**src/rtl/s2p_pkg.sv**
```systemverilog
// Shared types and helpers for the serial-to-parallel converter.
// S_PARITY exists only when S2P_PARITY_EN is defined.
package s2p_pkg;

`ifdef S2P_PARITY_EN
    typedef enum logic [0:0] {
        S_DATA   = 1'b0,
        S_PARITY = 1'b1
    } s2p_state_e;
`else
    typedef enum logic [0:0] {
        S_DATA = 1'b0
    } s2p_state_e;
`endif

    // Bit counter must be able to hold 0..N.
    function automatic int unsigned cnt_width(input int unsigned n);
        return $clog2(n + 1);
    endfunction

endpackage

```
**src/rtl/serial_to_parallel_converter.sv**
```systemverilog
// Serial-to-parallel converter: MSB-first shift into an N-bit registered word with valid/ready on both sides.
// Optional even-parity check per word when S2P_PARITY_EN is defined (adds par_err).
module serial_to_parallel_converter
    import s2p_pkg::*;
#(
    parameter int unsigned N = 4
) (
    input  logic         clk,
    input  logic         rst,
    input  logic         ser_data,
    input  logic         ser_valid,
    output logic         ser_ready,
    output logic [N-1:0] par_data,
    output logic         par_valid,
    input  logic         par_ready
`ifdef S2P_PARITY_EN
    ,
    output logic         par_err
`endif
);

    localparam int unsigned CW = cnt_width(N);
    localparam logic [CW-1:0] LAST_DATA = CW'(N - 1);

    s2p_state_e     state_q, state_d;
    logic [CW-1:0]  cnt_q, cnt_d;
    logic [N-1:0]   sh_q, sh_d;
    logic [N-1:0]   par_data_q, par_data_d;
    logic           par_valid_q, par_valid_d;
`ifdef S2P_PARITY_EN
    logic           par_err_q, par_err_d;
`endif

    logic           word_last;
    logic           ready_c;
    logic           accept;

    // Next-state: bit acceptance, shifting, FSM and output register update.
    always_comb begin
        state_d     = state_q;
        cnt_d       = cnt_q;
        sh_d        = sh_q;
        par_data_d  = par_data_q;
        par_valid_d = par_valid_q;
`ifdef S2P_PARITY_EN
        par_err_d   = par_err_q;
        word_last   = (state_q == S_PARITY);
`else
        word_last   = (state_q == S_DATA) && (cnt_q == LAST_DATA);
`endif
        // Stall only the word-completing bit while the output slot cannot drain.
        ready_c = !rst && !(word_last && par_valid_q && !par_ready);
        accept  = ser_valid && ready_c;

        if (par_valid_q && par_ready) begin
            par_valid_d = 1'b0;
        end

        if (accept) begin
            unique case (state_q)
                S_DATA: begin
                    sh_d = {sh_q[N-2:0], ser_data};
                    if (cnt_q == LAST_DATA) begin
`ifdef S2P_PARITY_EN
                        state_d = S_PARITY;
                        cnt_d   = CW'(N);
`else
                        cnt_d       = '0;
                        par_data_d  = {sh_q[N-2:0], ser_data};
                        par_valid_d = 1'b1;
`endif
                    end else begin
                        cnt_d = cnt_q + CW'(1);
                    end
                end
`ifdef S2P_PARITY_EN
                S_PARITY: begin
                    state_d     = S_DATA;
                    cnt_d       = '0;
                    par_data_d  = sh_q;
                    par_valid_d = 1'b1;
                    par_err_d   = ^{sh_q, ser_data};
                end
`endif
                default: ;
            endcase
        end
    end

    // State and datapath registers with synchronous reset.
    always_ff @(posedge clk) begin
        if (rst) begin
            state_q     <= S_DATA;
            cnt_q       <= '0;
            sh_q        <= '0;
            par_data_q  <= '0;
            par_valid_q <= 1'b0;
`ifdef S2P_PARITY_EN
            par_err_q   <= 1'b0;
`endif
        end else begin
            state_q     <= state_d;
            cnt_q       <= cnt_d;
            sh_q        <= sh_d;
            par_data_q  <= par_data_d;
            par_valid_q <= par_valid_d;
`ifdef S2P_PARITY_EN
            par_err_q   <= par_err_d;
`endif
        end
    end

    assign ser_ready = ready_c;
    assign par_data  = par_data_q;
    assign par_valid = par_valid_q;
`ifdef S2P_PARITY_EN
    assign par_err   = par_err_q;
`endif

endmodule

```
**config.mk**
```make
export PLATFORM = sky130hd
export DESIGN_NAME = serial_to_parallel_converter
export DESIGN_NICKNAME = d
export VERILOG_FILES = /design/src/rtl/s2p_pkg.sv /design/src/rtl/serial_to_parallel_converter.sv
export SDC_FILE = /design/constraint.sdc
export NUM_CORES = 1
export LEC_CHECK = 0
export BUFFER_PORTS_ARGS = -buffer_cell sky130_fd_sc_hd__buf_4
export CAP_MARGIN = 5
export CORE_AREA = 2 2 39 41
export CTS_CLUSTER_DIAMETER = 40
export DETAILED_ROUTE_END_ITERATION = 7
export DIE_AREA = 0 0 41 43
export GPL_ROUTABILITY_DRIVEN = 0
export SLEW_MARGIN = 5
export SYNTH_ARGS = -nofsm -noshare
export SYNTH_HDL_FRONTEND = slang
export SYNTH_SLANG_ARGS = --single-unit
```
**constraint.sdc**
```tcl
create_clock -name clk -period 3 [get_ports clk]
set_input_delay 0.45 -clock clk [delete_from_list [all_inputs] [get_ports clk]]
set_output_delay 0.45 -clock clk [all_outputs]
set_load 0.05 [all_outputs]
```
# Word level (Yosys, flattened, before mapping)
# Cells that the tools add are included.
[word_totals] ff_bits=11 input_bits=5
[op_classes] n_reduce_logical=9 addsub=1 n_mux=4 n_eq_ne=1
[op_table] cell="1-bit logical AND" n=5
[op_table] cell="3-bit by 1-bit adder with 3-bit output (second input constant)" n=1
[op_table] cell="3-bit by 2-bit == test with 1-bit output (second input constant)" n=1
[op_table] cell="1-bit zero test" n=3
[op_table] cell="1-bit 2-to-1 mux" n=3
[op_table] cell="3-bit 2-to-1 mux" n=1
[op_table] cell="2-bit AND reduction" n=1

# Depth between registers and ports, before layout
# Gate-level depths: netlist (run 1).
[depth] ltp_word=7 depth_mapped=4 ltp_nobuf=4

# Least setup slack after synthesis (run 1)
# Ideal clock, no wire load.
[synth_timing] path_kind="register to output" start="register par_valid_q (netlist: par_valid)" end="output ser_ready" n_path_buf=0 arrival_time_ns=1.467 slack_ns=1.083 path_stages_with_launch=3 required_ns=2.550 cell_sequence="dfxtp_1 > and4bb_2 > nor2_1"
[synth_between] elab_chain_len=4
[synth_rtl] item="from (decl)" line_no="serial_to_parallel_converter.sv:29" text="logic par_valid_q, par_valid_d;"
[synth_rtl] item="from (signal assigned)" line_no="serial_to_parallel_converter.sv:106" text="par_valid_q <= par_valid_d;"
[synth_rtl] item="1-bit logical AND (2 in series)" line_no="serial_to_parallel_converter.sv:52" text="ready_c = !rst && !(word_last && par_valid_q && !par_ready);"
[synth_rtl] item="1-bit zero test" line_no="serial_to_parallel_converter.sv:52"
[synth_rtl] item="1-bit logical AND" line_no="serial_to_parallel_converter.sv:52"
[synth_rtl] item="to (decl)" line_no="serial_to_parallel_converter.sv:12" text="output logic ser_ready,"
# No other way between the ends.

# Worst setup path in the final report (run 1)
[layout_timing] start="register cnt_q[0]" end="output ser_ready"
[layout_between] elab_chain_len=5
[layout_rtl] item="from (decl)" line_no="serial_to_parallel_converter.sv:26" text="logic [CW-1:0] cnt_q, cnt_d;"
[layout_rtl] item="from (signal assigned)" line_no="serial_to_parallel_converter.sv:103" text="cnt_q <= cnt_d;"
[layout_rtl] item="3-bit by 2-bit == test with 1-bit output" line_no="serial_to_parallel_converter.sv:49" text="word_last = (state_q == S_DATA) && (cnt_q == LAST_DATA);"
[layout_rtl] item="1-bit logical AND (2 in series)" line_no="serial_to_parallel_converter.sv:52"
[layout_rtl] item="1-bit zero test" line_no="serial_to_parallel_converter.sv:52"
[layout_rtl] item="1-bit logical AND" line_no="serial_to_parallel_converter.sv:52"
# No other way between the ends.

==> results.md, run 1 <==
• **mapped cell area** 485 um^2
• **capture instance of the worst register-to-register path** sh_q[0]
• **final count of negative-setup-slack endpoints** 0
• **First DRT Iteration DRCs** 6
• **worst hold stages** 3
• **Placement Cell Area** 576 um^2
• **CTS H-Tree Depth** 1
• **Synth-to-Final Area Change** 24.0%
• **cells resized by post-CTS repair** 0
• **largest incremental delay on the critical path** 0.33 ns
• **worst-case clock buffer depth** 2
• **Max-slew headroom** 76.8%
• **overflow left after global routing** 0
• **site row count** 14
• **via count of the first global-routing pass** 362
• **unique cell type count in the Yosys netlist** 18
• **maximum VDD drop** 0.000181 V
• **worst hold path class** input pin to register
• **post-synthesis share of cell area spent on xor and xnor gates** 0%
• **ratio of cells with drive above 1 in the final layout** 32.3%
• **average instance area after synthesis** 9.91 um^2
• **Top Ports** 11
• **largest net degree at the start of global routing** 11
• **maximum operating frequency** 539 MHz
• **fin. max-slew vios** 0
• **total routing usage reported by global routing** 12.8%
• **dominant combinational cell family by area after synthesis** simple AND/OR/NAND/NOR gates
• **input/output buffers** 10
• **standard cell with the maximum stage delay on the critical path** sky130_fd_sc_hd__dfxtp_1
• **largest clock skew in the final design** 0.000635 ns
• **core outline area** 0.00138 mm^2
• **Final #Nets** 69
• **startpoint type of the worst setup path** register
• **max capacitance violation total** 0
• **hold-fix buffers at CTS** 0
• **post-CTS setup buffers** 0
• **count of yosys warnings during synthesis** 0
• **capturing element type of the critical path** primary output
• **path depth of the worst reg2reg path** 4
• **outcome** finished clean
• **Reg2Reg Setup Slack** 1.48 ns
• **number of sinks handled by clock tree synthesis** 11
• **min setup slack post-route** 1.14 ns
• **core utilization of the finished layout** 43.5%
• **synth top area cells** sky130_fd_sc_hd__dfxtp_1, sky130_fd_sc_hd__mux2_2, sky130_fd_sc_hd__o311ai_0
• **commonest non-fill, non-tap cells in the layout** sky130_fd_sc_hd__dfxtp_1, sky130_fd_sc_hd__buf_4, sky130_fd_sc_hd__nand2_1
• **Antenna diodes** 0
• **unrepaired setup endpoints after global routing** false
• **compound-cell area share of the yosys netlist** 9.28%
• **Worst Tran Pin Value** 0.343 ns
• **area of all placed cells without fillers** 602 um^2
• **worst hold path startpoint** ser_data
• **Post-route DRC** 0
• **clock buffers created by TritonCTS** 3
• **pre-CTS setup slack** 1.41 ns
• **list of cells traversed by the critical path** ha_1 -> and4bb_2 -> nor2_1 -> buf_4
• **overall die area** 0.00176 mm^2
• **die width** 41 um
• **startpoint of the lowest-slack register-to-register path** cnt_q[0]
• **cell type with the highest aggregate area in the netlist** sky130_fd_sc_hd__dfxtp_1
• **Fin. Hold Viols** 0
• **clock insertion delay at the later pin of the skew report** 0.26 ns
• **clock tree from TritonCTS** built
• **FILL cells** 139
• **Hold Path Sink** par_data[0]
• **die span in y** 43 um
• **drt total wl** 889 um
• **most common cell after layout, fill and taps aside** sky130_fd_sc_hd__dfxtp_1
• **Syn Inst Count** 49
• **synthesized netlist net count** 55
• **DRT antenna net count** 0
• **library cell used as clock root buffer** sky130_fd_sc_hd__clkbuf_4
• **area share of the largest cell type after synthesis** 45.4%
• **Via density** 4.92
• **cell count after placement** 74
• **power density of the placed cells** 465 mW/mm^2
• **mean routed wirelength per cell** 11.4 um
• **Design Power** 0.280 mW
• **antenna violations before repair** 0
• **required time at the endpoint of the critical path** 2.55 ns
• **number of non-filler instances in the completed layout** 78
• **final hold slack** 0.413 ns
• **routed vias** 384
• **total leakage power** 0.274 nW
• **maximum fanout encountered on the critical timing path** 4
• **sequential fraction of the synthesis area** 45.4%
• **flops & latches, synth** 11
• **Critical Setup Path Class** register to primary output
• **simple-gate area share of the yosys netlist** 30.9%
• **global-route wire length before repair** 1470 um
• **sum of negative setup slack** 0 ns
• **mux cell area share after synthesis** 9.28%
• **First-pass DRT Iterations** 5
• **share of the cycle needed by the critical path after routing** 61.8%
• **clock transition at the registers of the reported paths** 0.07 ns
• **post-layout minimum cycle time** 1.86 ns
• **arrival time reported for the critical path endpoint** 1.41 ns
• **effective utilization at floorplan** 35.1%
• **arithmetic-cell share of the synthesized area counting full adders, half adders and majority gates** 2.58%
## logic make-up after synthesis
family | Yosys count
AO/OA/AOI/OAI | 6
multiplexers | 4
AND/OR/NAND/NOR | 24
flip-flops | 11
buffers and inverters | 3
adder cells (fa/ha/maj) | 1
## cells in the mapped netlist, drive strengths merged
cell,instances
nor2b,4
o311ai,4
a21oi,1
dfxtp,11
and2b,1
nand3b,1
buf,1
nor2,3
nand2b,2
o21ai,1
nand2,5
inv,2
nand3,4
and3,1
ha,1
nor3,1
and4bb,2
mux2,4
## state kept, by name, summed over array words and instances, names as in the netlist
signal,cells
sh_q,3
par_data,4
par_valid,1
cnt_q,3
## where the power goes
part	switching [mW]	total [mW]	internal, mW
Combinational	0.0141	0.0276	0.0135
Sequential	0.00333	0.154	0.151
Clock	0.0466	0.0979	0.0514
## area by class of cell
cell class / instances / area (um^2) / area share, %
tap: 16 / 20.0 / 3.33
inverter: 2 / 7.51 / 1.25
multi-input combinational: 35 / 253 / 42.0
timing repair buffer: 10 / 75.1 / 12.5
clock buffer: 4 / 26.3 / 4.37
sequential: 11 / 220 / 36.6
## how the worst max path moves through the flow
stage / from / endpoint / slack (ns) / cells past startpoint
2_1_floorplan: par_valid / ser_ready / 1.08 / 2
3_3_place_gp: par_ready / ser_ready / 1.43 / 4
3_5_place_dp: par_ready / ser_ready / 1.41 / 4
4_1_cts: cnt_q[0] / ser_ready / 1.14 / 4
5_1_grt: cnt_q[0] / ser_ready / 1.05 / 4
6_report: cnt_q[0] / ser_ready / 1.14 / 4
## critical path: cells and delay by family (launching register included)
family        cells  cell delay, ns
simple gates      2            0.37
buf+inv           1            0.20
flops             1            0.33
fa+ha+maj         1            0.24
## routing by layer
layer  global-route usage [%]  share of wire, %
met1                     15.8                48
met2                     16.9                46
met3                     4.71               4.3
met4                     10.0               1.9
met5                        0                 0
Power figures use the tool's default switching activity.
==> run 2: changes to the inputs <==
--- a/config.mk
+++ b/config.mk
@@ -5,6 +5,7 @@
 export SDC_FILE = /design/constraint.sdc
 export NUM_CORES = 1
 export LEC_CHECK = 0
+export ABC_AREA = 1
 export BUFFER_PORTS_ARGS = -buffer_cell sky130_fd_sc_hd__buf_4
 export CAP_MARGIN = 5
 export CORE_AREA = 2 2 39 41
==> constraint.sdc (replaced) <==
create_clock -name clk -period 1.6 [get_ports clk]
set_input_delay 0.24 -clock clk [delete_from_list [all_inputs] [get_ports clk]]
set_output_delay 0.24 -clock clk [all_outputs]
set_load 0.05 [all_outputs]
==> results.md, run 2 <==
• **power density of the placed cells** 863 mW/mm^2, +86%
• **NetSw** 0.115 mW, +80%
• **post-layout minimum cycle time** 1.50 ns
• **unique cell type count in the Yosys netlist** 18, unchanged
• **Synth-to-Final Area Change** 23.8%
• **estimated wirelength of the detail-placed design** 591 um
• **overflow left after global routing** 0, unchanged
• **Largest register FFs** 4, unchanged
• **max capacitance violation total** 0, unchanged
• **ratio of cells with drive above 1 in the final layout** 32.4%, +0.14 points
• **CTS H-Tree Depth** 1, unchanged
• **synth top area cells** sky130_fd_sc_hd__dfxtp_1, sky130_fd_sc_hd__nand3_1, sky130_fd_sc_hd__inv_1
• **clock insertion delay at the later pin of the skew report** 0.26 ns, about the same
• **Fin. Hold Viols** 0, unchanged
• **worst-case clock buffer depth** 2, unchanged
• **cells resized by post-CTS repair** 0, unchanged
• **FILL cells** 139, unchanged
• **GR Layer Usage met1** 14.1%, -1.7 points
• **routed vias** 387, +0.78%
• **site row count** 14, unchanged
• **EDFF count, synth** 0, unchanged
• **post-CTS setup buffers** 0, unchanged
• **area of all placed cells without fillers** 593 um^2, -1.5%
• **effective utilization at floorplan** 34.6%, -0.45 points
• **First DRT Iteration DRCs** 8, +2
• **Max-slew headroom** 83.3%, +6.4 points
• **Placement Cell Area** 567 um^2, -1.5%
• **Async SR Flop Fraction** 0%, unchanged
• **maximum operating frequency** 665 MHz
• **outcome** finished clean
• **Critical Setup Path Class** register to primary output
• **mapped cell area** 479 um^2, -1.3%
• **First-pass DRT Iterations** 4, -1
• **arrival time reported for the critical path endpoint** 1.26 ns, -0.15 ns
• **core outline area** 0.00138 mm^2, unchanged
• **fraction of power consumed by combinational cells** 9.9%, about the same
• **total leakage power** 0.257 nW, -6.0%
• **clock buffers created by TritonCTS** 3, unchanged
• **mean routed wirelength per cell** 9.06 um, -21%
• **proportion of power drawn by the clock network** 34.3%, -0.7 points
• **GRT met3 Usage** 3.14%, -1.6 points
• **Via density** 4.45, -9.6%
• **maximum fanout encountered on the critical timing path** 4, unchanged
• **drt total wl** 788 um, -11%
• **commonest non-fill, non-tap cells in the layout** sky130_fd_sc_hd__dfxtp_1, sky130_fd_sc_hd__buf_4, sky130_fd_sc_hd__inv_1, sky130_fd_sc_hd__nand3_1, sky130_fd_sc_hd__nand2_1
• **sequential fraction of the synthesis area** 46.0%, +0.59 points
• **synthesized netlist net count** 64, +16%
• **Top Ports** 11, unchanged
• **total routing usage reported by global routing** 10.0%, -2.8 points
• **die width** 41 um, unchanged
• **met2 GRT Util** 11.9%, -5.0 points
• **final count of negative-setup-slack endpoints** 0, unchanged
• **clock tree from TritonCTS** built
• **Most Used Layer, Global Route** met1
• **Cell Int Power** 0.396 mW, +84%
• **area share of the largest cell type after synthesis** 46.0%, +0.59 points
• **Most used DFF post-synth** sky130_fd_sc_hd__dfxtp_1
• **input/output buffers** 10, unchanged
• **Antenna diodes** 0, unchanged
• **sum of negative setup slack** 0 ns, unchanged
• **DRT antenna net count** 0, unchanged
• **overall die area** 0.00176 mm^2, unchanged
• **most common cell after layout, fill and taps aside** sky130_fd_sc_hd__dfxtp_1
• **largest net degree at the start of global routing** 14, +3
• **global-route wire length before repair** 1170 um, -21%
• **most repeated cell in the gate-level netlist after synthesis** sky130_fd_sc_hd__dfxtp_1
• **Final #Nets** 78, +13%
• **hold-fix buffers at CTS** 0, unchanged
• **required time at the endpoint of the critical path** 1.36 ns, -1.19 ns
• **startpoint type of the worst setup path** register
• **Worst Tran Pin Value** 0.250 ns, -0.0927 ns
• **switching share of power** 22.5%, -0.30 points
• **cell type with the highest aggregate area in the netlist** sky130_fd_sc_hd__dfxtp_1
• **maximum VDD drop** 0.000292 V, +61%
• **unrepaired setup endpoints after global routing** false
• **library cell used as clock root buffer** sky130_fd_sc_hd__clkbuf_4
• **via count of the first global-routing pass** 292, -19%
• **capturing element type of the critical path** primary output
• **share of the cycle needed by the critical path after routing** 94.0%
• **die span in y** 43 um, unchanged
• **worst hold path class** input pin to register
• **flops & latches, synth** 11, unchanged
• **commonest cells in the synthesized netlist** sky130_fd_sc_hd__dfxtp_1, sky130_fd_sc_hd__inv_1, sky130_fd_sc_hd__nand2_1, sky130_fd_sc_hd__nand3_1
• **Syn Inst Count** 58, +18%
• **clock transition at the registers of the reported paths** 0.06 ns, about the same
• **number of sinks handled by clock tree synthesis** 11, unchanged
• **antenna violations before repair** 0, unchanged
• **largest clock skew in the final design** 0.00218 ns, +0.00154 ns
• **Sequential Power Share** 55.9%, +0.7 points
• **fin. max-slew vios** 0, unchanged
• **average instance area after synthesis** 8.26 um^2, -17%
• **count of yosys warnings during synthesis** 0, unchanged
• **Post-route DRC** 0, unchanged
[run 2: worst paths after layout]
| path | from | endpoint | slack, ns | cells past startpoint |
|---|---|---|---|---|
| setup reg to reg | cnt_q[0] | par_data[3] | 0.39 | 8 |
| setup / recovery | cnt_q[0] | ser_ready | 0.1 | 5 |
| hold / removal | rst | cnt_q[0] | 0.18 | 2 |
| hold reg to reg | cnt_q[1] | cnt_q[1] | 0.47 | 2 |
[run 2: critical path, stage by stage (launching register included)]
cell	delay, ns
sky130_fd_sc_hd__dfxtp_1	0.33
sky130_fd_sc_hd__ha_1	0.20
sky130_fd_sc_hd__inv_2	0.07
sky130_fd_sc_hd__nor2_4	0.05
sky130_fd_sc_hd__a21oi_2	0.14
sky130_fd_sc_hd__buf_4	0.21
[run 2: power by group through the flow]
stage / Clock [mW] / Combinational (mW) / Sequential [mW]
2_1_floorplan: 0 / 0.0321 / 0.293
3_3_place_gp: 0 / 0.0504 / 0.292
3_5_place_dp: 0 / 0.0506 / 0.292
4_1_cts: 0.184 / 0.0508 / 0.286
5_1_grt: 0.193 / 0.0556 / 0.287
6_report: 0.175 / 0.0505 / 0.286
[run 2: layout make-up]
cell class	count	area (um^2)	area share, %
Clock buffer	4	26.3	4.43
Tap cell	16	20.0	3.38
Multi-Input combinational cell	35	210	35.4
Sequential cell	11	220	37.1
Inverter	11	41.3	6.96
Timing Repair Buffer	10	75.1	12.7
[run 2: routing by layer]
metal / part of all wire [%] / vias up / wire length, um
met5: 0 / - / 0
met4: 1.0 / 0 / 8
met3: 3.6 / 2 / 28
met2: 44 / 7 / 345
met1: 51 / 164 / 405
li1: - / 214 / -
[run 2: logic make-up (layout without fill, tap and decap cells)]
group	after synthesis	after routing	synth area share, %
simple gates	25	25	30.3
buf+inv	12	25	11.0
flops	11	11	46.0
compound gates	9	9	10.2
fa+ha+maj	1	1	2.61
[run 2: stage by stage]
step	setup slack [ns]	power (mW)	utilization, %	hold WS [ns]	instances
global route	0.0181	0.536	42.9	0.176	87
global placement	0.385	0.342	41.0	0.444	83
detailed placement	0.371	0.343	41.0	0.446	83
CTS	0.0853	0.521	42.9	0.171	87
finish	0.0962	0.512	42.9	0.178	87
floorplan	0.179	0.325	-	0.302	58
==> run 3: changes to the inputs <==
==> constraint.sdc (replaced) <==
create_clock -name clk -period 1.92 [get_ports clk]
set_input_delay 0.288 -clock clk [delete_from_list [all_inputs] [get_ports clk]]
set_output_delay 0.288 -clock clk [all_outputs]
set_load 0.05 [all_outputs]
==> results.md, run 3 (same netlist as run 2, synthesis figures left out) <==
• **cells resized by post-CTS repair** 0, unchanged
• **post-layout minimum cycle time** 1.62 ns
• **clock buffers created by TritonCTS** 3, unchanged
• **ratio of cells with drive above 1 in the final layout** 31.0%, -1.4 points
• **CTS H-Tree Depth** 1, unchanged
• **DRT antenna net count** 0, unchanged
• **core utilization of the finished layout** 42.6%, -0.27 points
• **overflow left after global routing** 0, unchanged
• **Top Ports** 11, unchanged
• **maximum VDD drop** 0.000353 V, +21%
• **Worst Tran Pin Value** 0.242 ns, -0.00883 ns
• **cell class contributing the biggest share of worst-path delay** flip-flops
• **Final #Nets** 78, unchanged
• **library cell used as clock root buffer** sky130_fd_sc_hd__clkbuf_4
• **die span in y** 43 um, unchanged
• **number of sinks handled by clock tree synthesis** 11, unchanged
• **worst hold path class** input pin to register
• **clock tree from TritonCTS** built
• **Fin. Hold Viols** 0, unchanged
• **die width** 41 um, unchanged
• **Largest register FFs** 4, unchanged
• **capturing element type of the critical path** primary output
• **outcome** finished clean
• **min setup slack post-route** 0.296 ns, +0.200 ns
• **core outline area** 0.00138 mm^2, unchanged
• **global-route wire length before repair** 1460 um, +25%
• **total leakage power** 0.257 nW, about the same
• **share of the cycle needed by the critical path after routing** 84.6%
• **Design Power** 0.432 mW, -16%
• **total routing usage reported by global routing** 12.0%, +2.0 points
• **Antenna diodes** 0, unchanged
• **power density of the placed cells** 733 mW/mm^2, -15%
• **sum of negative setup slack** 0 ns, unchanged
• **required time at the endpoint of the critical path** 1.63 ns, +0.27 ns
• **site row count** 14, unchanged
• **antenna violations before repair** 0, unchanged
• **max capacitance violation total** 0, unchanged
• **largest net degree at the start of global routing** 14, unchanged
• **Critical Setup Path Class** register to primary output
• **Post-route DRC** 0, unchanged
• **hold-fix buffers at CTS** 0, unchanged
• **startpoint type of the worst setup path** register
• **unrepaired setup endpoints after global routing** false
• **pre-CTS setup slack** 0.584 ns, +0.213 ns
• **overall die area** 0.00176 mm^2, unchanged
• **FILL cells** 153, +10%
• **Via density** 4.52, +1.6%
• **largest clock skew in the final design** 0.00346 ns, +0.00128 ns
• **mean routed wirelength per cell** 9.62 um, +6.2%
• **input/output buffers** 10, unchanged
• **Synth-to-Final Area Change** 23.0%
• **routed vias** 393, +1.6%
• **maximum fanout encountered on the critical timing path** 4, unchanged
• **largest incremental delay on the critical path** 0.34 ns, about the same
• **commonest non-fill, non-tap cells in the layout** sky130_fd_sc_hd__dfxtp_1, sky130_fd_sc_hd__buf_4, sky130_fd_sc_hd__inv_1, sky130_fd_sc_hd__nand3_1, sky130_fd_sc_hd__nand2_1
• **estimated wirelength of the detail-placed design** 609 um, +3.1%
• **drt total wl** 837 um, +6.2%
• **final count of negative-setup-slack endpoints** 0, unchanged
• **standard cell with the maximum stage delay on the critical path** sky130_fd_sc_hd__dfxtp_1
• **Buffers & Inverters on Critical Path** 2, unchanged
• **Max-slew headroom** 83.9%, +0.59 points
• **arrival time reported for the critical path endpoint** 1.34 ns, +0.08 ns
• **list of cells traversed by the critical path** ha_1 -> inv_2 -> nor2_4 -> a21oi_1 -> buf_4
• **fin. max-slew vios** 0, unchanged
• **First DRT Iteration DRCs** 5, -3
• **maximum operating frequency** 616 MHz
• **post-CTS setup buffers** 0, unchanged
• **clock insertion delay at the later pin of the skew report** 0.26 ns, about the same
• **worst-case clock buffer depth** 2, unchanged
• **First-pass DRT Iterations** 5, +1
• **effective utilization at floorplan** 34.6%, unchanged
• **most common cell after layout, fill and taps aside** sky130_fd_sc_hd__dfxtp_1
• **via count of the first global-routing pass** 369, +26%
• **clock transition at the registers of the reported paths** 0.07 ns, about the same
==> run 3: cell types whose count changed in the layout (fill, tap and decap cells not counted) <==
| cell | change |
|---|---|
| sky130_fd_sc_hd__a21oi_2 | -1 |
| sky130_fd_sc_hd__a21oi_1 | +1 |
==> run 3: area by class of cell <==
type	instances	area, um^2	share of cell area (%)
sequential	11	220	37.4
inverter	11	41.3	7.01
timing repair buffer	10	75.1	12.7
clock buffer	4	26.3	4.46
tap	16	20.0	3.40
multi-input combinational	35	206	35.0
==> run 3: power breakdown <==
group | switching (mW) | total (mW) | internal [mW]
logic | 0.0263 | 0.0416 | 0.0153
clock network | 0.0717 | 0.152 | 0.0802
registers | 0.00373 | 0.238 | 0.235
total | 0.102 | 0.432 | 0.330
==> run 3: path summary, 6_finish.rpt <==
path / from / end / slack, ns / cells past startpoint
min: rst / cnt_q[0] / 0.21 / 2
min reg2reg: cnt_q[1] / cnt_q[1] / 0.47 / 2
max reg2reg: cnt_q[0] / par_data[3] / 0.70 / 8
max: cnt_q[0] / ser_ready / 0.30 / 5
==> run 3: metrics by stage <==
stage | cell area (um^2) | hold WS, ns | instances
after floorplan | 479 | 0.350 | 58
after global placement | 563 | 0.464 | 83
final | 589 | 0.211 | 87
after global routing | 589 | 0.202 | 87
after detailed placement | 563 | 0.468 | 83
after CTS | 589 | 0.204 | 87
==> run 3: metal layers <==
layer,track usage (%),up-vias,share of wire [%]
li1,-,216,-
met1,15.0,170,47
met2,18.1,5,48
met3,3.14,2,2.7
met4,6.00,0,1.7
met5,0,-,0
